## src/rtl/multicycle_sequencer_if.sv

```systemverilog
// Control bundle between the multicycle sequencer and the RV64I datapath.
// The master side is the sequencer; the slave side is the datapath.
interface multicycle_sequencer_if;
  logic [6:0] opcode;
  logic [2:0] funct3;
  logic       zero;
  logic       lt;
  logic       ltu;
  logic       mem_ready;
  logic       mem_req;
  logic       mem_we;
  logic       adr_src;
  logic       ir_write;
  logic       pc_write;
  logic [1:0] alu_src_a;
  logic [1:0] alu_src_b;
  logic [1:0] alu_op;
  logic [2:0] imm_src;
  logic [1:0] result_src;
  logic       reg_write;
  logic       trap;

  modport master (
    input  opcode, funct3, zero, lt, ltu, mem_ready,
    output mem_req, mem_we, adr_src, ir_write, pc_write, alu_src_a, alu_src_b,
           alu_op, imm_src, result_src, reg_write, trap
  );

  modport slave (
    output opcode, funct3, zero, lt, ltu, mem_ready,
    input  mem_req, mem_we, adr_src, ir_write, pc_write, alu_src_a, alu_src_b,
           alu_op, imm_src, result_src, reg_write, trap
  );
endinterface

```

## src/rtl/multicycle_sequencer.sv

```systemverilog
// Main control FSM of the multicycle RV64I core: sequences one ALU and one
// unified memory port through fetch/decode/execute/memory/writeback steps.
module multicycle_sequencer #(
  parameter int unsigned MAX_WAIT = 16
) (
  input  logic                   clk,
  input  logic                   rst,
  multicycle_sequencer_if.master bus
);
  localparam logic [3:0] S_BOOT   = 4'd0,  S_FETCH  = 4'd1,  S_DECODE = 4'd2,
                         S_MEMADR = 4'd3,  S_MEMRD  = 4'd4,  S_MEMWR  = 4'd5,
                         S_MEMWB  = 4'd6,  S_EXEC_R = 4'd7,  S_EXEC_I = 4'd8,
                         S_ALUWB  = 4'd9,  S_BRANCH = 4'd10, S_JAL    = 4'd11,
                         S_JALR   = 4'd12, S_LINK   = 4'd13, S_UPPER  = 4'd14,
                         S_TRAP   = 4'd15;

  localparam logic [6:0] OP_LOAD = 7'b0000011, OP_STORE = 7'b0100011,
                         OP_R    = 7'b0110011, OP_R32   = 7'b0111011,
                         OP_I    = 7'b0010011, OP_I32   = 7'b0011011,
                         OP_BR   = 7'b1100011, OP_JAL   = 7'b1101111,
                         OP_JALR = 7'b1100111, OP_LUI   = 7'b0110111,
                         OP_AUIPC = 7'b0010111;

  localparam logic [7:0] WAIT_LIM = 8'(MAX_WAIT);

  typedef struct packed {
    logic       mem_req;
    logic       mem_we;
    logic       adr_src;
    logic       ir_write;
    logic       pc_write;
    logic [1:0] alu_src_a;
    logic [1:0] alu_src_b;
    logic [1:0] alu_op;
    logic [2:0] imm_src;
    logic [1:0] result_src;
    logic       reg_write;
    logic       trap;
  } ctrl_t;

  logic [3:0] state_q, state_d;
  logic [7:0] wait_q, wait_d;
  ctrl_t      ctl;
  logic       taken;
  logic       stalled;

  always_comb begin
    taken = 1'b0;
    case (bus.funct3)
      3'b000:  taken = bus.zero;
      3'b001:  taken = !bus.zero;
      3'b100:  taken = bus.lt;
      3'b101:  taken = !bus.lt;
      3'b110:  taken = bus.ltu;
      3'b111:  taken = !bus.ltu;
      default: taken = 1'b0;
    endcase
  end

  always_comb begin
    ctl     = '0;
    state_d = state_q;
    stalled = 1'b0;
    case (state_q)
      S_FETCH: begin
        ctl.mem_req    = 1'b1;
        ctl.alu_src_b  = 2'b10;
        ctl.result_src = 2'b10;
        if (bus.mem_ready) begin
          ctl.ir_write = 1'b1;
          ctl.pc_write = 1'b1;
          state_d      = S_DECODE;
        end else begin
          stalled = 1'b1;
        end
      end
      S_DECODE: begin
        // ALU forms the branch/JAL target from old_pc + imm while we decode
        ctl.alu_src_a = 2'b01;
        ctl.alu_src_b = 2'b01;
        ctl.imm_src   = (bus.opcode == OP_JAL) ? 3'b011 : 3'b010;
        case (bus.opcode)
          OP_LOAD, OP_STORE: state_d = S_MEMADR;
          OP_R, OP_R32:      state_d = S_EXEC_R;
          OP_I, OP_I32:      state_d = S_EXEC_I;
          OP_BR:             state_d = S_BRANCH;
          OP_JAL:            state_d = S_JAL;
          OP_JALR:           state_d = S_JALR;
          OP_LUI, OP_AUIPC:  state_d = S_UPPER;
          default:           state_d = S_TRAP;
        endcase
      end
      S_MEMADR: begin
        ctl.alu_src_a = 2'b10;
        ctl.alu_src_b = 2'b01;
        ctl.imm_src   = (bus.opcode == OP_STORE) ? 3'b001 : 3'b000;
        state_d       = (bus.opcode == OP_STORE) ? S_MEMWR : S_MEMRD;
      end
      S_MEMRD: begin
        ctl.mem_req = 1'b1;
        ctl.adr_src = 1'b1;
        if (bus.mem_ready) state_d = S_MEMWB;
        else               stalled = 1'b1;
      end
      S_MEMWR: begin
        ctl.mem_req = 1'b1;
        ctl.mem_we  = 1'b1;
        ctl.adr_src = 1'b1;
        if (bus.mem_ready) state_d = S_FETCH;
        else               stalled = 1'b1;
      end
      S_MEMWB: begin
        ctl.result_src = 2'b01;
        ctl.reg_write  = 1'b1;
        state_d        = S_FETCH;
      end
      S_EXEC_R: begin
        ctl.alu_src_a = 2'b10;
        ctl.alu_op    = 2'b10;
        state_d       = S_ALUWB;
      end
      S_EXEC_I: begin
        ctl.alu_src_a = 2'b10;
        ctl.alu_src_b = 2'b01;
        ctl.alu_op    = 2'b10;
        state_d       = S_ALUWB;
      end
      S_ALUWB: begin
        ctl.reg_write = 1'b1;
        state_d       = S_FETCH;
      end
      S_BRANCH: begin
        ctl.alu_src_a = 2'b10;
        ctl.alu_op    = 2'b01;
        ctl.pc_write  = taken;
        state_d       = (bus.funct3[2:1] == 2'b01) ? S_TRAP : S_FETCH;
      end
      S_JAL: begin
        ctl.pc_write  = 1'b1;
        ctl.alu_src_a = 2'b01;
        ctl.alu_src_b = 2'b10;
        state_d       = S_ALUWB;
      end
      S_JALR: begin
        ctl.alu_src_a  = 2'b10;
        ctl.alu_src_b  = 2'b01;
        ctl.result_src = 2'b10;
        ctl.pc_write   = 1'b1;
        state_d        = S_LINK;
      end
      S_LINK: begin
        ctl.alu_src_a = 2'b01;
        ctl.alu_src_b = 2'b10;
        state_d       = S_ALUWB;
      end
      S_UPPER: begin
        ctl.alu_src_a = (bus.opcode == OP_LUI) ? 2'b11 : 2'b01;
        ctl.alu_src_b = 2'b01;
        ctl.imm_src   = 3'b100;
        state_d       = S_ALUWB;
      end
      S_TRAP: ctl.trap = 1'b1;
      default: state_d = S_FETCH;
    endcase
    // a stall already MAX_WAIT cycles long traps unless ready shows up now
    if (stalled && wait_q == WAIT_LIM) state_d = S_TRAP;
    wait_d = (state_d != state_q) ? 8'd0 : wait_q + {7'd0, stalled};
  end

  always_ff @(posedge clk or posedge rst) begin
    if (rst) begin
      state_q <= S_BOOT;
      wait_q  <= 8'd0;
    end else begin
      state_q <= state_d;
      wait_q  <= wait_d;
    end
  end

  assign bus.mem_req    = ctl.mem_req;
  assign bus.mem_we     = ctl.mem_we;
  assign bus.adr_src    = ctl.adr_src;
  assign bus.ir_write   = ctl.ir_write;
  assign bus.pc_write   = ctl.pc_write;
  assign bus.alu_src_a  = ctl.alu_src_a;
  assign bus.alu_src_b  = ctl.alu_src_b;
  assign bus.alu_op     = ctl.alu_op;
  assign bus.imm_src    = ctl.imm_src;
  assign bus.result_src = ctl.result_src;
  assign bus.reg_write  = ctl.reg_write;
  assign bus.trap       = ctl.trap;
endmodule
```

## src/flat_wrapper.sv

```systemverilog
// flat-port wrapper written by rule: the top's interface ports become plain ports
module multicycle_sequencer_flat 
#(
  parameter int unsigned MAX_WAIT = 16
)
  (clk, rst, bus_opcode, bus_funct3, bus_zero, bus_lt, bus_ltu, bus_mem_ready, bus_mem_req, bus_mem_we, bus_adr_src, bus_ir_write, bus_pc_write, bus_alu_src_a, bus_alu_src_b, bus_alu_op, bus_imm_src, bus_result_src, bus_reg_write, bus_trap);
  multicycle_sequencer_if bus_i ();
  input  logic clk;
  input  logic rst;
  input wire logic [$bits(bus_i.opcode)-1:0] bus_opcode;
  input wire logic [$bits(bus_i.funct3)-1:0] bus_funct3;
  input wire logic [$bits(bus_i.zero)-1:0] bus_zero;
  input wire logic [$bits(bus_i.lt)-1:0] bus_lt;
  input wire logic [$bits(bus_i.ltu)-1:0] bus_ltu;
  input wire logic [$bits(bus_i.mem_ready)-1:0] bus_mem_ready;
  output wire logic [$bits(bus_i.mem_req)-1:0] bus_mem_req;
  output wire logic [$bits(bus_i.mem_we)-1:0] bus_mem_we;
  output wire logic [$bits(bus_i.adr_src)-1:0] bus_adr_src;
  output wire logic [$bits(bus_i.ir_write)-1:0] bus_ir_write;
  output wire logic [$bits(bus_i.pc_write)-1:0] bus_pc_write;
  output wire logic [$bits(bus_i.alu_src_a)-1:0] bus_alu_src_a;
  output wire logic [$bits(bus_i.alu_src_b)-1:0] bus_alu_src_b;
  output wire logic [$bits(bus_i.alu_op)-1:0] bus_alu_op;
  output wire logic [$bits(bus_i.imm_src)-1:0] bus_imm_src;
  output wire logic [$bits(bus_i.result_src)-1:0] bus_result_src;
  output wire logic [$bits(bus_i.reg_write)-1:0] bus_reg_write;
  output wire logic [$bits(bus_i.trap)-1:0] bus_trap;
  assign bus_i.opcode = bus_opcode;
  assign bus_i.funct3 = bus_funct3;
  assign bus_i.zero = bus_zero;
  assign bus_i.lt = bus_lt;
  assign bus_i.ltu = bus_ltu;
  assign bus_i.mem_ready = bus_mem_ready;
  assign bus_mem_req = bus_i.mem_req;
  assign bus_mem_we = bus_i.mem_we;
  assign bus_adr_src = bus_i.adr_src;
  assign bus_ir_write = bus_i.ir_write;
  assign bus_pc_write = bus_i.pc_write;
  assign bus_alu_src_a = bus_i.alu_src_a;
  assign bus_alu_src_b = bus_i.alu_src_b;
  assign bus_alu_op = bus_i.alu_op;
  assign bus_imm_src = bus_i.imm_src;
  assign bus_result_src = bus_i.result_src;
  assign bus_reg_write = bus_i.reg_write;
  assign bus_trap = bus_i.trap;
  multicycle_sequencer #(.MAX_WAIT(MAX_WAIT)) u_core (.clk(clk), .rst(rst), .bus(bus_i));
endmodule
```

## config.mk

```make
export PLATFORM = sky130hd
export DESIGN_NAME = multicycle_sequencer_flat
export DESIGN_NICKNAME = d
export VERILOG_FILES = /design/src/rtl/multicycle_sequencer_if.sv /design/src/rtl/multicycle_sequencer.sv /design/src/flat_wrapper.sv
export SDC_FILE = /design/constraint.sdc
export NUM_CORES = 1
export LEC_CHECK = 0
export CORE_MARGIN = 2
export CORE_UTILIZATION = 35
export DETAILED_ROUTE_END_ITERATION = 6
export PLACE_DENSITY = 0.61
export SYNTH_ARGS = -nofsm -noshare
export SYNTH_HDL_FRONTEND = slang
export SYNTH_SLANG_ARGS = --single-unit
```

## constraint.sdc

```tcl
create_clock -name clk -period 2.9 [get_ports clk]
set_input_delay 0.58 -clock clk [delete_from_list [all_inputs] [get_ports clk]]
set_output_delay 0.58 -clock clk [all_outputs]
set_load 0.01 [all_outputs]
```

; ---- After elaboration in Yosys (flattened, before gate mapping)
; Cells that the tools add are included.
[totals]
reg_bits = 12
latch_bits = 0
mem_bits_rw = 0
rom_bits = 0
inputBits = 16
output_inout_bits = 18
elab_cells = 85
mem_count = 0
[classes]
add_sub_neg = 1
mul = 0
div_mod_pow = 0
order_cmp = 0
eq_ne = 34
n_shift = 0
muxes = 28
n_bitwise = 0
n_reduce_logical = 20
[op_table]
columns = op, count
row1 = one-hot mux 4 bit (9 select lines), 1
row2 = "equality test 4 bit, second input constant", 8
row3 = "equality test 7 x 6 -> 1 bit, second input constant", 4
row4 = one-hot mux 4 bit (7 select lines), 1
row5 = "equality test 7 x 5 -> 1 bit, second input constant", 3
row6 = "equality test 7 bit, second input constant", 3
row7 = two-way mux 4 bit, 5
row8 = OR reduction 2 bit, 9
row9 = "equality test 4 x 3 -> 1 bit, second input constant", 4
row10 = OR reduction 5 bit, 3
row11 = "equality test 3 bit, second input constant", 4
row12 = one-hot mux 2 bit (2 select lines), 3
row13 = two-way mux 1 bit, 11
row14 = one-hot mux 3 bit (3 select lines), 1
row15 = OR reduction 3 bit, 3
row16 = adder 8 x 1 -> 8 bit, 1
row17 = "equality test 4 x 2 -> 1 bit, second input constant", 2
row18 = "equality test 8 x 5 -> 1 bit, second input constant", 1
row19 = two-way mux 8 bit, 1
row20 = "equality test 7 x 2 -> 1 bit, second input constant", 1
row21 = one-hot mux 1 bit (6 select lines), 1
row22 = one-hot mux 2 bit (3 select lines), 1
row23 = "equality test 4 x 1 -> 1 bit, second input constant", 1
row24 = two-way mux 2 bit, 2
row25 = 7 further kinds, 9

; ---- Longest topological paths before layout
[depth]
depth_word = 7
depth_mapped = 9
mapped_depth_nobuf = 9

; ---- Worst setup path before layout
; OpenSTA, ideal clock, no wires.
[synth_timing]
path_type = input -> register
from = input bus_opcode[5]
to = register u_core.wait_q[2]
setup_time_ps = 86
t_arrival_ps = 2321
t_required_ps = 2814
slack_ps = 493
stages = 6
n_path_buf = 0
path_cell_list = or4b_4 -> o31ai_2 -> a31oi_1 -> or4_1 -> a211o_1 -> nor3_1
[synth_via]
elab_chain_len = 7
elab_cells_between_ends = 21
classes_between = 12 x eq/ne / 5 x mux / 4 x reduce/logical
[synth_rtl]
columns = element, line
row1 = "start, declared", flat_wrapper.sv:10  ; input wire logic [$bits(bus_i.opcode)-1:0] bus_opcode;
row2 = "equality test 7 x 5 -> 1 bit, or another cell as far along", multicycle_sequencer.sv:82  ; case (bus.opcode)
row3 = OR reduction 2 bit, multicycle_sequencer.sv:82
row4 = one-hot mux 4 bit (7 select lines), multicycle_sequencer.sv:82
row5 = one-hot mux 4 bit (9 select lines) (*), multicycle_sequencer.sv:64  ; case (state_q)
row6 = two-way mux 4 bit (*), multicycle_sequencer.sv:166  ; if (stalled && wait_q == WAIT_LIM) state_d = S_TRAP;
row7 = != test 4 bit (*), multicycle_sequencer.sv:167  ; wait_d = (state_d != state_q) ? 8'd0 : wait_q + {7'd0, stalled};
row8 = two-way mux 8 bit (*), multicycle_sequencer.sv:167
row9 = net u_core.wait_d[2], multicycle_sequencer.sv:42  ; logic [7:0] wait_q, wait_d;
row10 = "end signal, assigned", multicycle_sequencer.sv:176  ; wait_q <= wait_d;
row11 = "end, declared", multicycle_sequencer.sv:42
; Mark *: on every way through the listed nets, which the timed path passes. The rest lies on a longest branch.

; ---- Worst setup path in the final report
[layout_timing]
from = input bus_opcode[6]
to = output bus_imm_src[0]
[layout_via]
elab_chain_len = 3
elab_cells_between_ends = 5
classes_between = 2 x eq/ne / 3 x mux
[layout_rtl]
columns = element, line
row1 = equality test 7 x 6 -> 1 bit or equality test 7 bit (tied branches), "multicycle_sequencer.sv:96, multicycle_sequencer.sv:81"
row2 = "two-way mux 1 bit, on equally long branches", "multicycle_sequencer.sv:96, multicycle_sequencer.sv:81"
row3 = one-hot mux 3 bit (3 select lines) (*), multicycle_sequencer.sv:64
row4 = "end, declared", flat_wrapper.sv:24  ; output wire logic [$bits(bus_i.imm_src)-1:0] bus_imm_src;
; Mark *: on every way between the ends. The rest lies on a longest branch, timed or not.

==> impl_metrics.py <==
metrics = {
    "outcome": {
        "status": "finished, final reports clean",
    },
    "worst_setup_path": {
        "cp_max_fo": 2,
        "critical_path_class": "in -> out",
        "required_ps": 2320,
        "arrival_ps": 2220,
        "cp-end-kind": "output port",
        "cpPeakStageDelay_ps": 430,
        "r2r_cells": 7,
        "critPathLaunchType": "input pin",
        "cp_cell_sequence": "clkdlybuf4s50_1 -> or2_2 -> or4_1 -> o22a_1 -> nor3_1 -> buf_2",
        "crit_slowest_cell": "or4_1",
    },
    "synthesis": {
        "synth_area_leader_cell": "dfrtp_1",
        "synthArstFlopShare_pct": 100,
        "yosysUniqueCellTypes": 48,
        "synth-edff-count": 0,
        "yosys-top-cells-count": "nand2_1, dfrtp_1, nor2_1",
        "synth_area_leaders": "dfrtp_1, nand2_1, xor2_1, nand2b_1, nor2_1",
        "synth_area_mm2": 0.00118,
        "synth_warnings": 0,
        "synth_seq_cells": 12,
        "yosys.cell_count.top_type": "nand2_1",
        "avgSynthCellArea_um2": 7.81,
        "synth_ff_type": "dfrtp_1",
        "synth_cells": 151,
        "syn_nets": 169,
        "yosysTopAreaCellShare_pct": 25.5,
        "synth-seq-area-share_pct": 25.5,
    },
    "timing": {
        "period_share_pct": 96.6,
        "rsz0062_at_grt": "no",
        "worst_pin_slew_ps": 483,
        "finalSetupViolCount": 0,
        "tns_ps": 0,
        "post-route-min-period_ps": 2800,
        "slew_headroom_pct": 67.7,
        "finalHoldViolations": 0,
        "slew_violations": 0,
        "fmax_ghz": 0.357,
        "setup_ws_ps": 99.7,
        "skew_ps": 1.61,
    },
    "power_and_ir_drop": {
        "p_comb_share_pct": 73.6,
        "netSwitchingFraction_pct": 45.2,
        "p_leak_nw": 0.758,
        "p_seq_share_pct": 16.1,
        "clkPwrFrac_pct": 10.3,
        "p_switching_uw": 585,
        "p_int_uw": 710,
        "irDropWorstVdd_v": 0.000275,
        "pwr_density_cell_mw_per_mm2": 740,
    },
    "clock_tree": {
        "cts_buffers": 3,
        "cts_root_buffer": "clkbuf_4",
        "clock_latency_ps": 280,
        "cts_buffer_depth": 2,
        "numClockSinks": 12,
        "cts.htree.levels": 1,
        "cts_tree": "done",
        "cts.reportedPaths.clkPinSlew_ps": 70,
    },
    "finish": {
        "n_antenna_cell": 0,
        "drive_gt1_share_pct": 19.2,
        "nets": 217,
        "utilization_pct": 53.3,
        "syn_to_final_growth_pct": 48.4,
        "fillCellCount": 320,
    },
    "drt": {
        "wire_per_inst_um": 14.0,
        "ant_nets": 0,
        "routed_via_density": 5.46,
        "drc": 0,
        "dr.pass1.iters": 4,
        "totalWireLength_mm": 3.43,
        "drtIter0Drc": 67,
        "num_vias": 1332,
    },
    "global_routing": {
        "antenna_found_initial": 0,
        "grt_pass1_wl_mm": 5.38,
        "grt_use_total_pct": 18.5,
        "grt_overflow": 0,
        "grt_max_degree": 22,
        "grt_pass1_vias": 1243,
    },
    "floorplanning": {
        "initial_utilization_pct": 35.9,
        "die_h_um": 62.1,
        "floorplan.die_area_mm2": 0.00385,
        "die_w_um": 62.1,
        "fp.coreArea_mm2": 0.00328,
        "io_pins": 34,
        "std_cell_rows": 21,
    },
    "placed_design": {
        "preCtsSetupSlack_ps": -321,
        "gp_congestion": 0.793,
        "dp_hpwl_mm": 2.58,
        "io_buffers": 33,
    },
    "hold_path": {
        "hp-class": "in -> async",
    },
    "flow_run": {
        "maxCapViolCount": 0,
    },
}
-- through the flow --
stage               cell area (um2)  power [mW]  std cells  hold WS, ps
floorplan                      1180       0.762        151          445
detailed placement             1660        1.11        238          589
CTS                            1690        1.24        242          611
global placement               1660        1.09        238          582
global route                   1750        1.41        244          640
finish                         1750        1.30        244          604
-- worst paths after layout --
| check | start | slack [ps] | endpoint |
|---|---|---|---|
| worst max-delay path | bus_opcode[6] | 100 | bus_imm_src[0] |
| worst min-delay path | rst | 600 | u_core.state_q[0]$_DFF_PP0_ |
| worst max register to register | u_core.state_q[1]$_DFF_PP0_ | 500 | u_core.wait_q[1]$_DFF_PP0_ |
| worst min register to register | u_core.wait_q[7]$_DFF_PP0_ | 610 | u_core.wait_q[7]$_DFF_PP0_ |
| max in group asynchronous | rst | 1990 | u_core.wait_q[0]$_DFF_PP0_ |
| min in group clk | u_core.wait_q[7]$_DFF_PP0_ | 610 | u_core.wait_q[7]$_DFF_PP0_ |
-- timing repair --
| action | CTS | global route |
|---|---|---|
| gates cloned | 0 | 0 |
| pin swaps | 1 | 4 |
| resized for setup | 6 | 11 |
| endpoints found under the hold margin | 0 | 0 |
| endpoints found under the setup margin | 3 | 10 |
| buffers inserted | 0 | 2 |
| hold buffers | 0 | 0 |
-- cell type report --
class | count | area, um2 | share of cell area [%]
Multi-Input combinational cell | 127 | 873 | 49.9
Timing Repair Buffer | 52 | 472 | 26.9
Sequential cell | 12 | 300 | 17.2
Tap cell | 46 | 57.6 | 3.29
Clock buffer | 4 | 36.3 | 2.07
Inverter | 3 | 11.3 | 0.643
-- flip-flops by register name, summed over array words and instances (netlist names) --
signal	cells
u_core.wait_q	8
u_core.state_q	4
-- critical path: cells and delay by family --
kind / cells / cell delay [ps]
and+or+nand+nor: 3 / 860
buffers and inverters: 2 / 560
AOI/OAI and AO/OA: 1 / 220
-- logic make-up after synthesis --
| group | Yosys count | share of synthesized area (%) |
|---|---|---|
| and+or+nand+nor | 76 | 36.3 |
| AOI/OAI and AO/OA | 37 | 22.9 |
| buffers and inverters | 12 | 4.03 |
| DFF | 12 | 25.5 |
| xor gates and xnor gates | 9 | 6.68 |
| muxes | 3 | 2.55 |
| adders and majority gates | 2 | 2.12 |
-- power groups by stage --
stage / clock [mW] / sequential, mW / combinational, mW
2_1_floorplan: 0 / 0.212 / 0.550
3_3_place_gp: 0 / 0.212 / 0.877
3_5_place_dp: 0 / 0.212 / 0.898
4_1_cts: 0.136 / 0.208 / 0.900
5_1_grt: 0.142 / 0.211 / 1.06
6_report: 0.134 / 0.208 / 0.953
-- placed cells by master, fill, tap and decap left out, drive strengths merged, types with 3 or more instances in the layout --
cell type | synthesis | routed
clkdlybuf4s50 | 0 | 29
buf | 4 | 20
nand2 | 15 | 15
nor2 | 12 | 12
dfrtp | 12 | 12
nand2b | 8 | 8
nor3 | 8 | 8
xor2 | 6 | 6
o22ai | 5 | 5
a21oi | 5 | 5
o21ai | 5 | 5
nor2b | 4 | 4
nand3 | 4 | 4
clkbuf | 5 | 4
inv | 3 | 3
or2 | 3 | 3
or4 | 3 | 3
mux2i | 3 | 3
nor4 | 3 | 3
xnor2 | 3 | 3
a211o | 3 | 3
-- layer usage --
metal,global-route usage [%],vias up,wire length [um],share of wire (%)
met5,0,-,0,0
met4,9.42,0,81,2.4
met3,2.07,10,192,5.6
met2,30.7,46,1700,50
met1,23.8,614,1450,42
li1,-,662,-,-
(Power assumes the default switching activity.)
